===== src/rtl/fetch_cache_if.sv =====
// Processor- and slowmem-side signal bundle for fetch_cache.
// Optional hits/misses counters exist only when CACHE_STATS_EN is defined.
interface fetch_cache_if #(
    parameter int AW = 16,
    parameter int DW = 16
);
    // processor side
    logic [AW-1:0] addr;
    logic [DW-1:0] wdata;
    logic          rnotw;
    logic          strobe;
    logic          inval;
    logic          mfc;
    logic [DW-1:0] rdata;
    logic          busy;
    // slowmem side
    logic [AW-1:0] maddr;
    logic [DW-1:0] mwdata;
    logic          mrnotw;
    logic          mstrobe;
    logic          mmfc;
    logic [DW-1:0] mrdata;
`ifdef CACHE_STATS_EN
    logic [15:0]   hits;
    logic [15:0]   misses;
`endif

    // slave: the cache itself; master: processor plus slowmem around it
    modport slave (
        input  addr, wdata, rnotw, strobe, inval, mmfc, mrdata,
        output mfc, rdata, busy, maddr, mwdata, mrnotw, mstrobe
`ifdef CACHE_STATS_EN
        , output hits, misses
`endif
    );

    modport master (
        output addr, wdata, rnotw, strobe, inval, mmfc, mrdata,
        input  mfc, rdata, busy, maddr, mwdata, mrnotw, mstrobe
`ifdef CACHE_STATS_EN
        , input hits, misses
`endif
    );
endinterface


===== src/rtl/fetch_cache.sv =====
// Direct-mapped, write-through, one-word-per-line cache in front of slowmem.
// Define CACHE_STATS_EN to add saturating hits/misses counters.
module fetch_cache #(
    parameter int IDX_BITS = 3,
    parameter int AW       = 16,
    parameter int DW       = 16
) (
    input  logic          clk,
    input  logic          reset,
    fetch_cache_if.slave  bus
);
    localparam int LINES = 2 ** IDX_BITS;
    localparam int TAG_W = AW - IDX_BITS;

    typedef enum logic [1:0] {IDLE, MISS_REQ, MISS_WAIT} state_t;

    state_t                 state_q, state_d;
    logic [LINES-1:0]       valid_q, valid_d;
    logic [TAG_W-1:0]       tag_q  [LINES];
    logic [TAG_W-1:0]       tag_d  [LINES];
    logic [DW-1:0]          data_q [LINES];
    logic [DW-1:0]          data_d [LINES];
    logic                   mfc_q, mfc_d;
    logic [DW-1:0]          rdata_q, rdata_d;
    logic                   busy_q, busy_d;
    logic                   mstrobe_q, mstrobe_d;
    logic                   mrnotw_q, mrnotw_d;
    logic [AW-1:0]          maddr_q, maddr_d;
    logic [DW-1:0]          mwdata_q, mwdata_d;
`ifdef CACHE_STATS_EN
    logic [15:0]            hits_q, hits_d;
    logic [15:0]            misses_q, misses_d;

    function automatic logic [15:0] sat_inc(input logic [15:0] v);
        return (v == 16'hFFFF) ? v : v + 16'd1;
    endfunction
`endif

    logic [IDX_BITS-1:0]    req_idx, fill_idx;
    logic [TAG_W-1:0]       req_tag, fill_tag;
    logic                   req_hit;

    assign req_idx  = bus.addr[IDX_BITS-1:0];
    assign req_tag  = bus.addr[AW-1:IDX_BITS];
    assign req_hit  = valid_q[req_idx] && (tag_q[req_idx] == req_tag);
    // the missing address is held in maddr for the whole fill
    assign fill_idx = maddr_q[IDX_BITS-1:0];
    assign fill_tag = maddr_q[AW-1:IDX_BITS];

    always_comb begin
        state_d   = state_q;
        valid_d   = valid_q;
        tag_d     = tag_q;
        data_d    = data_q;
        mfc_d     = 1'b0;
        rdata_d   = '0;
        mstrobe_d = 1'b0;
        mrnotw_d  = mrnotw_q;
        maddr_d   = maddr_q;
        mwdata_d  = mwdata_q;
`ifdef CACHE_STATS_EN
        hits_d    = hits_q;
        misses_d  = misses_q;
`endif
        case (state_q)
            IDLE: begin
                if (bus.strobe) begin
                    if (bus.rnotw) begin
                        if (req_hit) begin
                            mfc_d   = 1'b1;
                            rdata_d = data_q[req_idx];
`ifdef CACHE_STATS_EN
                            hits_d  = sat_inc(hits_q);
`endif
                        end else begin
                            maddr_d   = bus.addr;
                            mrnotw_d  = 1'b1;
                            mstrobe_d = 1'b1;
                            state_d   = MISS_REQ;
`ifdef CACHE_STATS_EN
                            misses_d  = sat_inc(misses_q);
`endif
                        end
                    end else begin
                        // write-through with allocate; completes without waiting on slowmem
                        maddr_d          = bus.addr;
                        mwdata_d         = bus.wdata;
                        mrnotw_d         = 1'b0;
                        mstrobe_d        = 1'b1;
                        mfc_d            = 1'b1;
                        valid_d[req_idx] = 1'b1;
                        tag_d[req_idx]   = req_tag;
                        data_d[req_idx]  = bus.wdata;
                    end
                end else if (bus.inval) begin
                    valid_d = '0;
                end
            end
            MISS_REQ: begin
                state_d = MISS_WAIT;
            end
            MISS_WAIT: begin
                if (bus.mmfc) begin
                    valid_d[fill_idx] = 1'b1;
                    tag_d[fill_idx]   = fill_tag;
                    data_d[fill_idx]  = bus.mrdata;
                    mfc_d             = 1'b1;
                    rdata_d           = bus.mrdata;
                    state_d           = IDLE;
                end
            end
            default: begin
                state_d = IDLE;
            end
        endcase
        busy_d = (state_d != IDLE);
    end

    always_ff @(posedge clk) begin
        if (!reset) begin
            state_q   <= IDLE;
            valid_q   <= '0;
            mfc_q     <= 1'b0;
            rdata_q   <= '0;
            busy_q    <= 1'b0;
            mstrobe_q <= 1'b0;
            mrnotw_q  <= 1'b1;
            maddr_q   <= '0;
            mwdata_q  <= '0;
`ifdef CACHE_STATS_EN
            hits_q    <= '0;
            misses_q  <= '0;
`endif
        end else begin
            state_q   <= state_d;
            valid_q   <= valid_d;
            mfc_q     <= mfc_d;
            rdata_q   <= rdata_d;
            busy_q    <= busy_d;
            mstrobe_q <= mstrobe_d;
            mrnotw_q  <= mrnotw_d;
            maddr_q   <= maddr_d;
            mwdata_q  <= mwdata_d;
`ifdef CACHE_STATS_EN
            hits_q    <= hits_d;
            misses_q  <= misses_d;
`endif
        end
    end

    // line payload needs no reset: valid bits gate every use
    always_ff @(posedge clk) begin
        tag_q  <= tag_d;
        data_q <= data_d;
    end

    assign bus.mfc     = mfc_q;
    assign bus.rdata   = rdata_q;
    assign bus.busy    = busy_q;
    assign bus.mstrobe = mstrobe_q;
    assign bus.mrnotw  = mrnotw_q;
    assign bus.maddr   = maddr_q;
    assign bus.mwdata  = mwdata_q;
`ifdef CACHE_STATS_EN
    assign bus.hits    = hits_q;
    assign bus.misses  = misses_q;
`endif
endmodule


===== src/flat_wrapper.sv =====
// flat-port wrapper written by rule: the top's interface ports become plain ports
module fetch_cache_flat 
#(
    parameter int IDX_BITS = 3,
    parameter int AW       = 16,
    parameter int DW       = 16
)
  (clk, reset, bus_addr, bus_wdata, bus_rnotw, bus_strobe, bus_inval, bus_mmfc, bus_mrdata, bus_mfc, bus_rdata, bus_busy, bus_maddr, bus_mwdata, bus_mrnotw, bus_mstrobe);
  fetch_cache_if #(.AW(AW), .DW(DW)) bus_i ();
  input  logic clk;
  input  logic reset;
  input wire logic [$bits(bus_i.addr)-1:0] bus_addr;
  input wire logic [$bits(bus_i.wdata)-1:0] bus_wdata;
  input wire logic [$bits(bus_i.rnotw)-1:0] bus_rnotw;
  input wire logic [$bits(bus_i.strobe)-1:0] bus_strobe;
  input wire logic [$bits(bus_i.inval)-1:0] bus_inval;
  input wire logic [$bits(bus_i.mmfc)-1:0] bus_mmfc;
  input wire logic [$bits(bus_i.mrdata)-1:0] bus_mrdata;
  output wire logic [$bits(bus_i.mfc)-1:0] bus_mfc;
  output wire logic [$bits(bus_i.rdata)-1:0] bus_rdata;
  output wire logic [$bits(bus_i.busy)-1:0] bus_busy;
  output wire logic [$bits(bus_i.maddr)-1:0] bus_maddr;
  output wire logic [$bits(bus_i.mwdata)-1:0] bus_mwdata;
  output wire logic [$bits(bus_i.mrnotw)-1:0] bus_mrnotw;
  output wire logic [$bits(bus_i.mstrobe)-1:0] bus_mstrobe;
  assign bus_i.addr = bus_addr;
  assign bus_i.wdata = bus_wdata;
  assign bus_i.rnotw = bus_rnotw;
  assign bus_i.strobe = bus_strobe;
  assign bus_i.inval = bus_inval;
  assign bus_i.mmfc = bus_mmfc;
  assign bus_i.mrdata = bus_mrdata;
  assign bus_mfc = bus_i.mfc;
  assign bus_rdata = bus_i.rdata;
  assign bus_busy = bus_i.busy;
  assign bus_maddr = bus_i.maddr;
  assign bus_mwdata = bus_i.mwdata;
  assign bus_mrnotw = bus_i.mrnotw;
  assign bus_mstrobe = bus_i.mstrobe;
  fetch_cache #(.IDX_BITS(IDX_BITS), .AW(AW), .DW(DW)) u_core (.clk(clk), .reset(reset), .bus(bus_i));
endmodule

===== config.mk =====
export PLATFORM = sky130hd
export DESIGN_NAME = fetch_cache_flat
export DESIGN_NICKNAME = d
export VERILOG_FILES = /design/src/rtl/fetch_cache_if.sv /design/src/rtl/fetch_cache.sv /design/src/flat_wrapper.sv
export SDC_FILE = /design/constraint.sdc
export NUM_CORES = 1
export LEC_CHECK = 0
export ABC_CLOCK_PERIOD_IN_PS = 4800
export BUFFER_PORTS_ARGS = -buffer_cell sky130_fd_sc_hd__buf_2
export CAP_MARGIN = 10
export CORE_AREA = 3 3 167 169
export CTS_BUF_LIST = sky130_fd_sc_hd__clkbuf_8
export DETAILED_ROUTE_END_ITERATION = 8
export DIE_AREA = 0 0 170 172
export PLACE_DENSITY_LB_ADDON = 0.12
export SLEW_MARGIN = 25
export SYNTH_ARGS = -nofsm -noshare
export SYNTH_HDL_FRONTEND = slang
export SYNTH_SLANG_ARGS = --single-unit

===== constraint.sdc =====
create_clock -name clk -period 4.8 [get_ports clk]
set_input_delay 0.48 -clock clk [delete_from_list [all_inputs] [get_ports clk]]
set_output_delay 0.48 -clock clk [all_outputs]
set_load 0.02 [all_outputs]

==> metrics.md <==
| Metric | Value |
|---|---|
| Status | complete, no violations |
| Max Cap Violations | 0 |
| Router iterations before antenna repair | 5 |
| Routed wire per std cell | 25.9 um |
| Levels on crit path | 9 |
| WP data required | 5.25 ns |
| Hold Slack | 0.128 ns |
| Total power | 5.50 mW |
| P&R area growth vs syn | 11.6% |
| Vias in the first global route | about 11k |
| Relative slew slack | 30.6% |
| Crit path max fanout | 20 |
| Max Buffers Root-to-Sink | 3 |
| Core area | between 20000 and 30000 um^2 |
| Vias | 11.5k |
| CP startpoint | u_core.state_q[0] |
| Number of port buffers | approximately 110 |
| Post-synth EDFFs | 232 |
| Critical R2R Launch | u_core.state_q[0] |
| Mapped cell area | 14400 um^2 |
| Area share of the largest cell type after synthesis | 48.3% |
| Total leakage power | 5.66 nW |
| Delay-heaviest family, CP | simple AND/OR/NAND/NOR gates |
| CP endpoint | u_core.valid_q[6] |
| Area leader, netlist | edfxtp_1 |
| Reg-to-reg endpoint | u_core.valid_q[6] |
| DRC violations left | 0 |
| WS Path Type | flop to flop |
| Routability cong. | 0.810 |
| Congestion Overflow GR | 0 |
| Fill cell count | 2237 |
| I/O Pins | ~110 |
| Post-Synthesis Cells | 1347 |
| Final wirelength | 46.2 mm |
| Die footprint | around 29000 um^2 |
| Post-synthesis sequential area ratio | 56.9% |
| RSZ-0062 raised after global routing | no |
| Most numerous cell in the Yosys netlist | nand2_1 |
| Synth area leaders | edfxtp_1, dfxtp_1, nand2_1, o21ai_0, mux4_2 |
| Die H | 172 um |
| Crit start category | flop |
| Post-DP HPWL | 25.9 mm |
| DRT iter0 DRCs | between 1k and 1.5k |
| Clock-pin slew on the worst setup and hold paths | roughly 0.060 ns |
| Tmin final | 3.42 ns |
| Register area | 8210 um^2 |
| CP Cell Sequence | nor2_1 > nand2_1 > nor2_1 > buf_4 > a21oi_2 > nor2_4 > buf_4 > nand2_1 > o21ai_0 |
| CTS tree | yes |
| Antenna fix cells | 0 |
| Synth async-reset ratio | 0% |
| Via density | 6.46 |
| Slowest-stage cell, CP | a21oi_2 |
| Hold WC Path Type | input port to flop |
| Power per cell area | between 300 and 400 nW/um^2 |
| Crit path arrival time | between 3 and 4 ns |
| Top_reg_cell synth | edfxtp_1 |
| Ys Warns | 0 |
| Fmax | 293 MHz |
| Skew final | 0.0158 ns |
| Peak VDD IR | 0.237 mV |
| Largest net degree at the start of global routing | 70 |
| Syn Nets | 1401 |
| R2R setup slack | 1.38 ns |
| Multi-input gate area | 5720 um^2 |
| # rows | 60 |
| Commonest cells in the netlist | nand2_1, edfxtp_1, o21ai_0 |
| Hold_buf cts | 0 |
| CP bufs+invs | 2 |
| Final setup fails | 0 |
| H-tree depth | 2 |
| Max Slew Vio Count | 0 |
| CTS Buf Count | 50 |
| Fin. Hold Viols | 0 |
| Setup TNS | 0 ns |
| #FFs+latches synth | just under 300 |
| Worst stage delay on the critical path | 0.78 ns |
| Post-route ant nets | 0 |
| Root buf cell | clkbuf_8 |
| Die outline width | 170 um |
| Antenna violations before repair | 0 |
| Post-layout nets | 1456 |
| Initial Util | 54.0% |
| Share of layout cells above drive strength 1 | 21.5% |
| Cts repair resizes | 0 |
| CP Capture Type | flop |
| Post-synthesis cell type count | 55 |
| Syn_area_per_cell | about 11 um^2 |
| CTS Sinks | 294 |
| Global Route Usage Sum | a little under a third |
| Measured slew at the worst slew-check pin | 1.04 ns |
| Setup Fix Bufs, Post-CTS | 0 |
| Final period util | 71.2% |
| Clk Latency, worst-skew pair | 0.58 ns |
| First-pass GRT wire length | approximately 69 mm |
| FF-to-FF path depth | 9 |
==> logic make-up (layout without fill, tap and decap cells) <==
logic type                count (synthesis)  after routing  share of synthesized area [%]
and+or+nand+nor                         449            449                           13.4
DFF                                     294            294                           56.9
muxes                                    80             80                           8.80
AOI/OAI and AO/OA                       365            365                           15.9
xor gates and xnor gates                 12             12                          0.728
buffers and inverters                   147            244                           4.32
==> metrics by stage <==
stage / setup WS, ns / cell area [um^2] / cells / util [%]
6_report: 1.38 / 16100 / 1785 / 60.3
5_1_grt: 1.02 / 16100 / 1785 / 60.3
4_1_cts: 1.39 / 16100 / 1785 / 60.3
3_5_place_dp: 1.06 / 15200 / 1691 / 56.8
3_3_place_gp: 1.09 / 15200 / 1691 / 56.8
2_1_floorplan: 1.32 / 14400 / 1347 / -
==> cell type report <==
class                           count  share of cell area [%]
Clock buffer                       55                    4.70
Clock inverter                     39                    1.03
Inverter                           11                   0.256
Multi-Input combinational cell    906                    35.5
Sequential cell                   294                    50.9
Tap cell                          341                    2.65
Timing Repair Buffer              139                    4.94
==> cells in the final DEF, fill, tap and decap left out, types with 15 or more instances in the layout <==
| master | count |
|---|---|
| a21oi_1 | 20 |
| clkbuf_8 | 55 |
| mux2_2 | 15 |
| a41oi_1 | 16 |
| inv_1 | 31 |
| nand3_1 | 35 |
| buf_2 | 104 |
| nor2_1 | 27 |
| buf_4 | 34 |
| mux2i_1 | 28 |
| a22o_1 | 29 |
| nand2_1 | 310 |
| o21ai_0 | 225 |
| and3_1 | 33 |
| o211ai_2 | 16 |
| edfxtp_1 | 232 |
| dfxtp_1 | 62 |
| mux4_2 | 36 |
==> worst min-delay path, cell delays in order <==
cell	delay, ns
buf_2	0.10
nand2_1	0.04
o21ai_0	0.05
==> where the power goes <==
group | total [mW] | internal, mW | switching [mW]
clock | 2.09 | 1.06 | 1.04
sequential | 2.83 | 2.79 | 0.0427
combinational | 0.574 | 0.168 | 0.406
==> routing by layer <==
layer	track usage, %	routed length, um
met1	46.3	19400
met2	47.3	20800
met3	7.25	5010
met4	9.70	984
met5	0	0
==> sequential cells by signal, summed over array words and instances (netlist names) <==
name and flops:
u_core.bus.mwdata 16, u_core.bus.mfc 1, u_core.tag_q 104, u_core.valid_q 8
u_core.bus.mrnotw 1, u_core.data_q 128, u_core.bus.maddr 16, u_core.bus.busy 1
u_core.bus.rdata 16, u_core.bus.mstrobe 1, u_core.state_q 2
==> worst min path at each step <==
| stage | startpoint | end | slack, ns | depth (start not counted) |
|---|---|---|---|---|
| finish | bus_mrdata[9] | u_core.bus.rdata[9] | 0.13 | 3 |
| global route | bus_mrdata[9] | u_core.bus.rdata[9] | 0.12 | 3 |
| CTS | bus_mrdata[9] | u_core.bus.rdata[9] | 0.11 | 3 |
| detailed placement | u_core.bus.mwdata[0] | u_core.bus.mwdata[0] | 0.44 | 2 |
| global placement | u_core.bus.mwdata[3] | u_core.bus.mwdata[3] | 0.44 | 2 |
| floorplan | u_core.valid_q[6] | u_core.valid_q[6] | 0.44 | 2 |
No activity file was read; power rests on OpenSTA's default activity.
